===== src/rtl/nrisc_pkg.sv =====
// Shared NRISC constants and types for the register file and its read ports.
package nrisc_pkg;

  localparam int unsigned TAM_DEFAULT = 16;
  localparam int unsigned NUM_REGS    = 16;
  localparam int unsigned REG_ADDR_W  = 4;

  typedef logic [REG_ADDR_W-1:0] reg_idx_t;

  localparam reg_idx_t ZERO_REG = 4'd0;

  function automatic logic is_zero_reg(input reg_idx_t idx);
    return idx == ZERO_REG;
  endfunction

endpackage


===== src/rtl/nrisc_regs_rdport.sv =====
// One asynchronous read port: 16:1 mux with R0 forced to zero.
// NRISC_REGS_BYPASS_EN adds write-to-read forwarding ahead of the mux.
module nrisc_regs_rdport
  import nrisc_pkg::*;
#(
  parameter int unsigned TAM = TAM_DEFAULT
) (
  input  logic [TAM-1:0] regs_i [NUM_REGS],
  input  reg_idx_t       idx_i,
`ifdef NRISC_REGS_BYPASS_EN
  input  logic           wr_en_i,
  input  reg_idx_t       wr_idx_i,
  input  logic [TAM-1:0] wr_data_i,
`endif
  output logic [TAM-1:0] rd_o
);

  always_comb begin
    rd_o = regs_i[idx_i];
    if (is_zero_reg(idx_i)) begin
      rd_o = '0;
    end
`ifdef NRISC_REGS_BYPASS_EN
    else if (wr_en_i && !is_zero_reg(wr_idx_i) && (wr_idx_i == idx_i)) begin
      rd_o = wr_data_i;
    end
`endif
  end

endmodule


===== src/rtl/nrisc_regs.sv =====
// NRISC general-purpose register file: R1..R15 storage, one write port, two read ports.
// Optional write-to-read forwarding via NRISC_REGS_BYPASS_EN.
module nrisc_regs
  import nrisc_pkg::*;
#(
  parameter int unsigned TAM = TAM_DEFAULT
) (
  input  logic           clk,
  input  logic           rst,
  input  logic           write,
  input  reg_idx_t       CORE_REG_RD,
  input  logic [TAM-1:0] RD,
  input  reg_idx_t       CORE_REG_RF1,
  input  reg_idx_t       CORE_REG_RF2,
  output logic [TAM-1:0] RF1,
  output logic [TAM-1:0] RF2
);

  logic [TAM-1:0] regs_q [1:NUM_REGS-1];
  logic [TAM-1:0] regs_d [1:NUM_REGS-1];
  logic [TAM-1:0] regs_view [NUM_REGS];

  always_comb begin
    regs_d = regs_q;
    if (write && !is_zero_reg(CORE_REG_RD)) begin
      regs_d[CORE_REG_RD] = RD;
    end
  end

  always_ff @(posedge clk or negedge rst) begin
    if (!rst) begin
      regs_q <= '{default: '0};
    end else begin
      regs_q <= regs_d;
    end
  end

  // Slot 0 has no storage; present a constant so both ports share one 16-entry view.
  always_comb begin
    regs_view[0] = '0;
    for (int unsigned i = 1; i < NUM_REGS; i++) begin
      regs_view[i] = regs_q[i];
    end
  end

  nrisc_regs_rdport #(.TAM(TAM)) u_rdport_rf1 (
    .regs_i    (regs_view),
    .idx_i     (CORE_REG_RF1),
`ifdef NRISC_REGS_BYPASS_EN
    .wr_en_i   (write),
    .wr_idx_i  (CORE_REG_RD),
    .wr_data_i (RD),
`endif
    .rd_o      (RF1)
  );

  nrisc_regs_rdport #(.TAM(TAM)) u_rdport_rf2 (
    .regs_i    (regs_view),
    .idx_i     (CORE_REG_RF2),
`ifdef NRISC_REGS_BYPASS_EN
    .wr_en_i   (write),
    .wr_idx_i  (CORE_REG_RD),
    .wr_data_i (RD),
`endif
    .rd_o      (RF2)
  );

endmodule


===== config.mk =====
export PLATFORM = sky130hd
export DESIGN_NAME = nrisc_regs
export DESIGN_NICKNAME = d
export VERILOG_FILES = /design/src/rtl/nrisc_pkg.sv /design/src/rtl/nrisc_regs_rdport.sv /design/src/rtl/nrisc_regs.sv
export SDC_FILE = /design/constraint.sdc
export NUM_CORES = 1
export LEC_CHECK = 0
export ABC_AREA = 1
export BUFFER_PORTS_ARGS = -buffer_cell sky130_fd_sc_hd__buf_2
export CAP_MARGIN = 20
export CORE_ASPECT_RATIO = 1.1
export CORE_MARGIN = 2
export CORE_UTILIZATION = 40
export DETAILED_ROUTE_END_ITERATION = 6
export HOLD_SLACK_MARGIN = 0.12
export PLACE_DENSITY = 0.57
export SLEW_MARGIN = 20
export SYNTH_ARGS = -nofsm -noshare
export SYNTH_HDL_FRONTEND = slang
export SYNTH_SLANG_ARGS = --single-unit

===== constraint.sdc =====
create_clock -name clk -period 1.1 [get_ports clk]
set_input_delay 0.055 -clock clk [delete_from_list [all_inputs] [get_ports clk]]
set_output_delay 0.055 -clock clk [all_outputs]
set_load 0.02 [all_outputs]

==> impl_results.rst <==
.. list-table::
   :header-rows: 1

   * - Metric
     - Value
   * - Run status
     - complete, but fails checks
   * - Violations in the final reports
     - setup timing
   * - Average cell area after synthesis
     - 6.52 µm²
   * - Post-layout min period
     - 1.72 ns
   * - Top-Level Pins
     - 63
   * - Flops & latches, synth
     - 240
   * - Fraction of the cycle the final worst path needs
     - 1.56
   * - Instance count of the mapped netlist
     - 2138
   * - Aggregate routed wire length
     - 55000 µm
   * - Instance count along the most critical hold path
     - 6
   * - HP Class
     - primary input to flip-flop
   * - Reg-to-reg setup timing slack
     - 0.12 ns
   * - Cell depth of the worst flop-to-flop path
     - 5
   * - ANT cells
     - 0
   * - Maximum number of buffers from clock root to sink
     - 3
   * - Count of final setup violators
     - 129
   * - Number of port buffers
     - 62
   * - Warning count from the yosys run
     - 0
   * - Net count of the mapped netlist
     - 2169
   * - Utilization after layout
     - 0.543
   * - Worst VDD drop
     - 1.44 mV
   * - Fraction of registers with async set or reset after synthesis
     - 1.00
   * - Share of final-layout standard cells stronger than drive strength 1
     - 0.262
   * - Worst setup SP type
     - flip-flop
   * - Post-place instance area
     - 15900 µm²
   * - Registers with the highest flip-flop counts
     - regs_q: 240 flops
   * - Post-layout instance area
     - 18600 µm²
   * - Cell Chain, Critical Path
     - inv_2, nand2_2, nand3_2, nand2_1, nand2_1, nand2_2, inv_2, nand2_2, buf_6
   * - Synth top area share
     - 0.431
   * - DRC marker count from the first detailed-route iteration
     - 1493
   * - Power Density
     - 1680 nW/µm²
   * - Cell type of the slowest stage on the worst timing path
     - dfrtp_1
   * - Die span in y
     - 200 µm
   * - Clock Sinks
     - 240
   * - Worst Setup End Kind
     - output pin
   * - Critical Path Fanout Max
     - 2
   * - Data arrival time of the worst path
     - 1.67 ns
   * - Final sum of negative setup slack
     - -21.78 ns
   * - Pins Over Slew Limit
     - 0
   * - HPWL Detailed
     - 34000 µm
   * - Final setup margin
     - -0.621 ns
   * - Max capacitance violation total
     - 0
   * - Synthesis-to-finish area growth
     - 33.5%
   * - Number of antenna violations at the first check in global routing
     - 0
   * - WL per Instance
     - 19.7 µm
   * - Cell types with the largest area share after synthesis
     - dfrtp_1 43%, nand2_1 27%, nand3_1 8.3%
   * - Leakage Power
     - 9.66 nW
   * - Area of the mapped netlist
     - 13900 µm²
   * - Transition at the pin with the smallest max-transition slack
     - 0.798 ns
   * - Via-per-instance ratio
     - 5.38
   * - Crit-path most repeated cell
     - nand2_2
   * - Clock latency reported for the late side of the worst-skew pair
     - 0.59 ns
   * - Master cell of the clock root buffer
     - clkbuf_16
   * - DRC
     - 0
   * - Kind of critical path
     - flip-flop to output pin
   * - Slew headroom
     - 0.468
   * - Register cell area after layout
     - 6010 µm²
   * - Vias
     - 15000
   * - Largest stage delay on the critical path
     - 0.39 ns
   * - Synth unique cells
     - 19
   * - Count of flip-flops with a built-in enable after synthesis
     - 0
   * - Leading register cell type out of synthesis
     - dfrtp_1
   * - Filler Cell Count
     - 3286
   * - Worst endpoint required time
     - 1.04 ns
   * - CTS tree
     - done
   * - First-pass GRT wire length
     - 83100 µm
   * - Core Rows
     - 71
   * - Iteration count of the initial detailed-routing pass
     - 6
   * - Post-synthesis sequential area ratio
     - 0.431
   * - Unrepaired setup endpoints after global routing
     - true
   * - Die outline area
     - 36400 µm²
   * - Largest net degree at the start of global routing
     - 52
   * - Placeable core region
     - 34300 µm²
   * - GRT Resource Usage Total
     - 0.298
   * - Starting utilization of the core area
     - 0.407
   * - Area of combinational cells with multiple inputs
     - 7220 µm²
   * - Antenna-violating nets left
     - 0
   * - Final GP Congestion
     - 0.887
   * - Vias in the first global route
     - 14400
   * - Cell taking the most area after synthesis
     - dfrtp_1
   * - NumNets Final
     - 2360
   * - Number of flip-flops in the largest register
     - 240
   * - Post-Route Skew
     - 0 ns
   * - Top reg by flops
     - regs_q
   * - Floorplan die width
     - 182 µm
   * - Max Freq
     - 0.581 GHz
   * - Cts bufs inserted
     - 30
   * - Clock slew at reported path FFs
     - 0.06 ns
   * - GR Overflow Total
     - 0
   * - Number of H-tree levels
     - 1
   * - Number of endpoints with negative hold slack in the final report
     - 0
-- report_power, final --
part | leakage [nW] | internal [mW] | switching [mW] | total, mW
sequential | 2.98 | 10.7 | 1.29 | 12.0
clock | 0.481 | 6.01 | 4.05 | 10.1
combinational | 6.20 | 3.99 | 5.17 | 9.16
total | 9.66 | 20.7 | 10.5 | 31.2
-- layer usage --
| metal | vias to the layer above | wire (µm) | GRT usage |
|---|---|---|---|
| li1 | 7018 | - | - |
| met1 | 7148 | 23200 | 0.397 |
| met2 | 684 | 25400 | 0.498 |
| met3 | 154 | 4100 | 0.0394 |
| met4 | 0 | 2350 | 0.114 |
| met5 | - | 0 | 0 |
-- area by class of cell --
type | instances | area share
Multi-Input combinational cell | 1555 | 0.388
Sequential cell | 240 | 0.323
Timing Repair Buffer | 306 | 0.167
Clock buffer | 40 | 0.0451
Inverter | 196 | 0.0397
Tap cell | 438 | 0.0295
Clock inverter | 12 | 0.00847
-- kinds of logic after synthesis --
logic type | after synthesis | share of synthesized area
DFF | 240 | 0.431
and+or+nand+nor | 1292 | 0.373
buffers and inverters | 343 | 0.102
AOI/OAI and AO/OA | 263 | 0.0944
-- through the flow --
step | worst slack (ns) | power, mW | hold slack [ns] | cells
2_1_floorplan | 0.00745 | 16.4 | -0.241 | 2138
3_3_place_gp | -0.307 | 19.2 | -0.0852 | 2651
3_5_place_dp | -0.310 | 19.4 | -0.0853 | 2651
4_1_cts | -0.655 | 30.4 | 0.120 | 2746
5_1_grt | -0.722 | 33.0 | 0.140 | 2787
6_report | -0.621 | 31.2 | 0.123 | 2787
-- cells in the mapped netlist, types with 5 or more instances --
| library cell | n |
|---|---|
| dfrtp_1 | 240 |
| nor2_1 | 39 |
| clkbuf_1 | 45 |
| buf_1 | 7 |
| buf_2 | 87 |
| nand3_1 | 231 |
| inv_1 | 191 |
| o21ai_0 | 208 |
| nand2_1 | 1011 |
| nor2_2 | 5 |
| a21oi_1 | 47 |
| o21ai_1 | 8 |
-- worst paths after layout --
kind,from,end
worst max-delay path,regs_q[223]$_DFFE_PN0P_,RF2[15]
worst min-delay path,write,regs_q[153]$_DFFE_PN0P_
worst max register to register,regs_q[142]$_DFFE_PN0P_,regs_q[142]$_DFFE_PN0P_
worst min register to register,regs_q[3]$_DFFE_PN0P_,regs_q[3]$_DFFE_PN0P_
max in group asynchronous,rst,regs_q[154]$_DFFE_PN0P_
min in group asynchronous,rst,regs_q[12]$_DFFE_PN0P_
-- worst max-delay path, delay by kind of cell (launching register included) --
kind | cells | cell delay [ns]
simple gates | 6 | 0.44
flops | 1 | 0.39
buf+inv | 3 | 0.28
-- repair_timing --
item | in CTS | in global routing
cloned | 0 | 3
pin swaps | 113 | 86
gates resized for setup | 205 | 160
setup endpoints to repair | 32 | 359
buffers inserted | 21 | 39
hold endpoints to repair | 475 | 100
hold buffers | 22 | 1
-- layout by cell type, fill, tap and decap left out --
cell,synthesis,routed
nand2_1,1011,923
dfrtp_1,240,240
a21oi_2,0,2
nand2_4,0,5
clkinv_4,0,1
clkinv_8,0,1
buf_12,0,46
o21ai_1,8,12
nor3_4,2,2
dlymetal6s4s_1,0,3
buf_8,0,1
o21ai_0,208,202
nand2_2,0,83
clkinv_2,0,6
buf_4,4,164
clkbuf_1,45,5
buf_6,0,45
clkbuf_16,0,33
nand3_4,0,3
nor2_1,39,35
nor2_2,5,7
a21oi_1,47,45
nor2_4,1,3
clkinvlp_4,0,3
nand3_1,231,152
inv_2,4,97
bufinv_16,0,3
buf_2,87,25
clkbuf_8,0,5
o21ai_2,0,2
inv_1,191,96
clkinv_1,1,1
nand3_2,3,79
dlygate4sd3_1,0,19
Note: power is estimated with default switching activity, not from simulation.
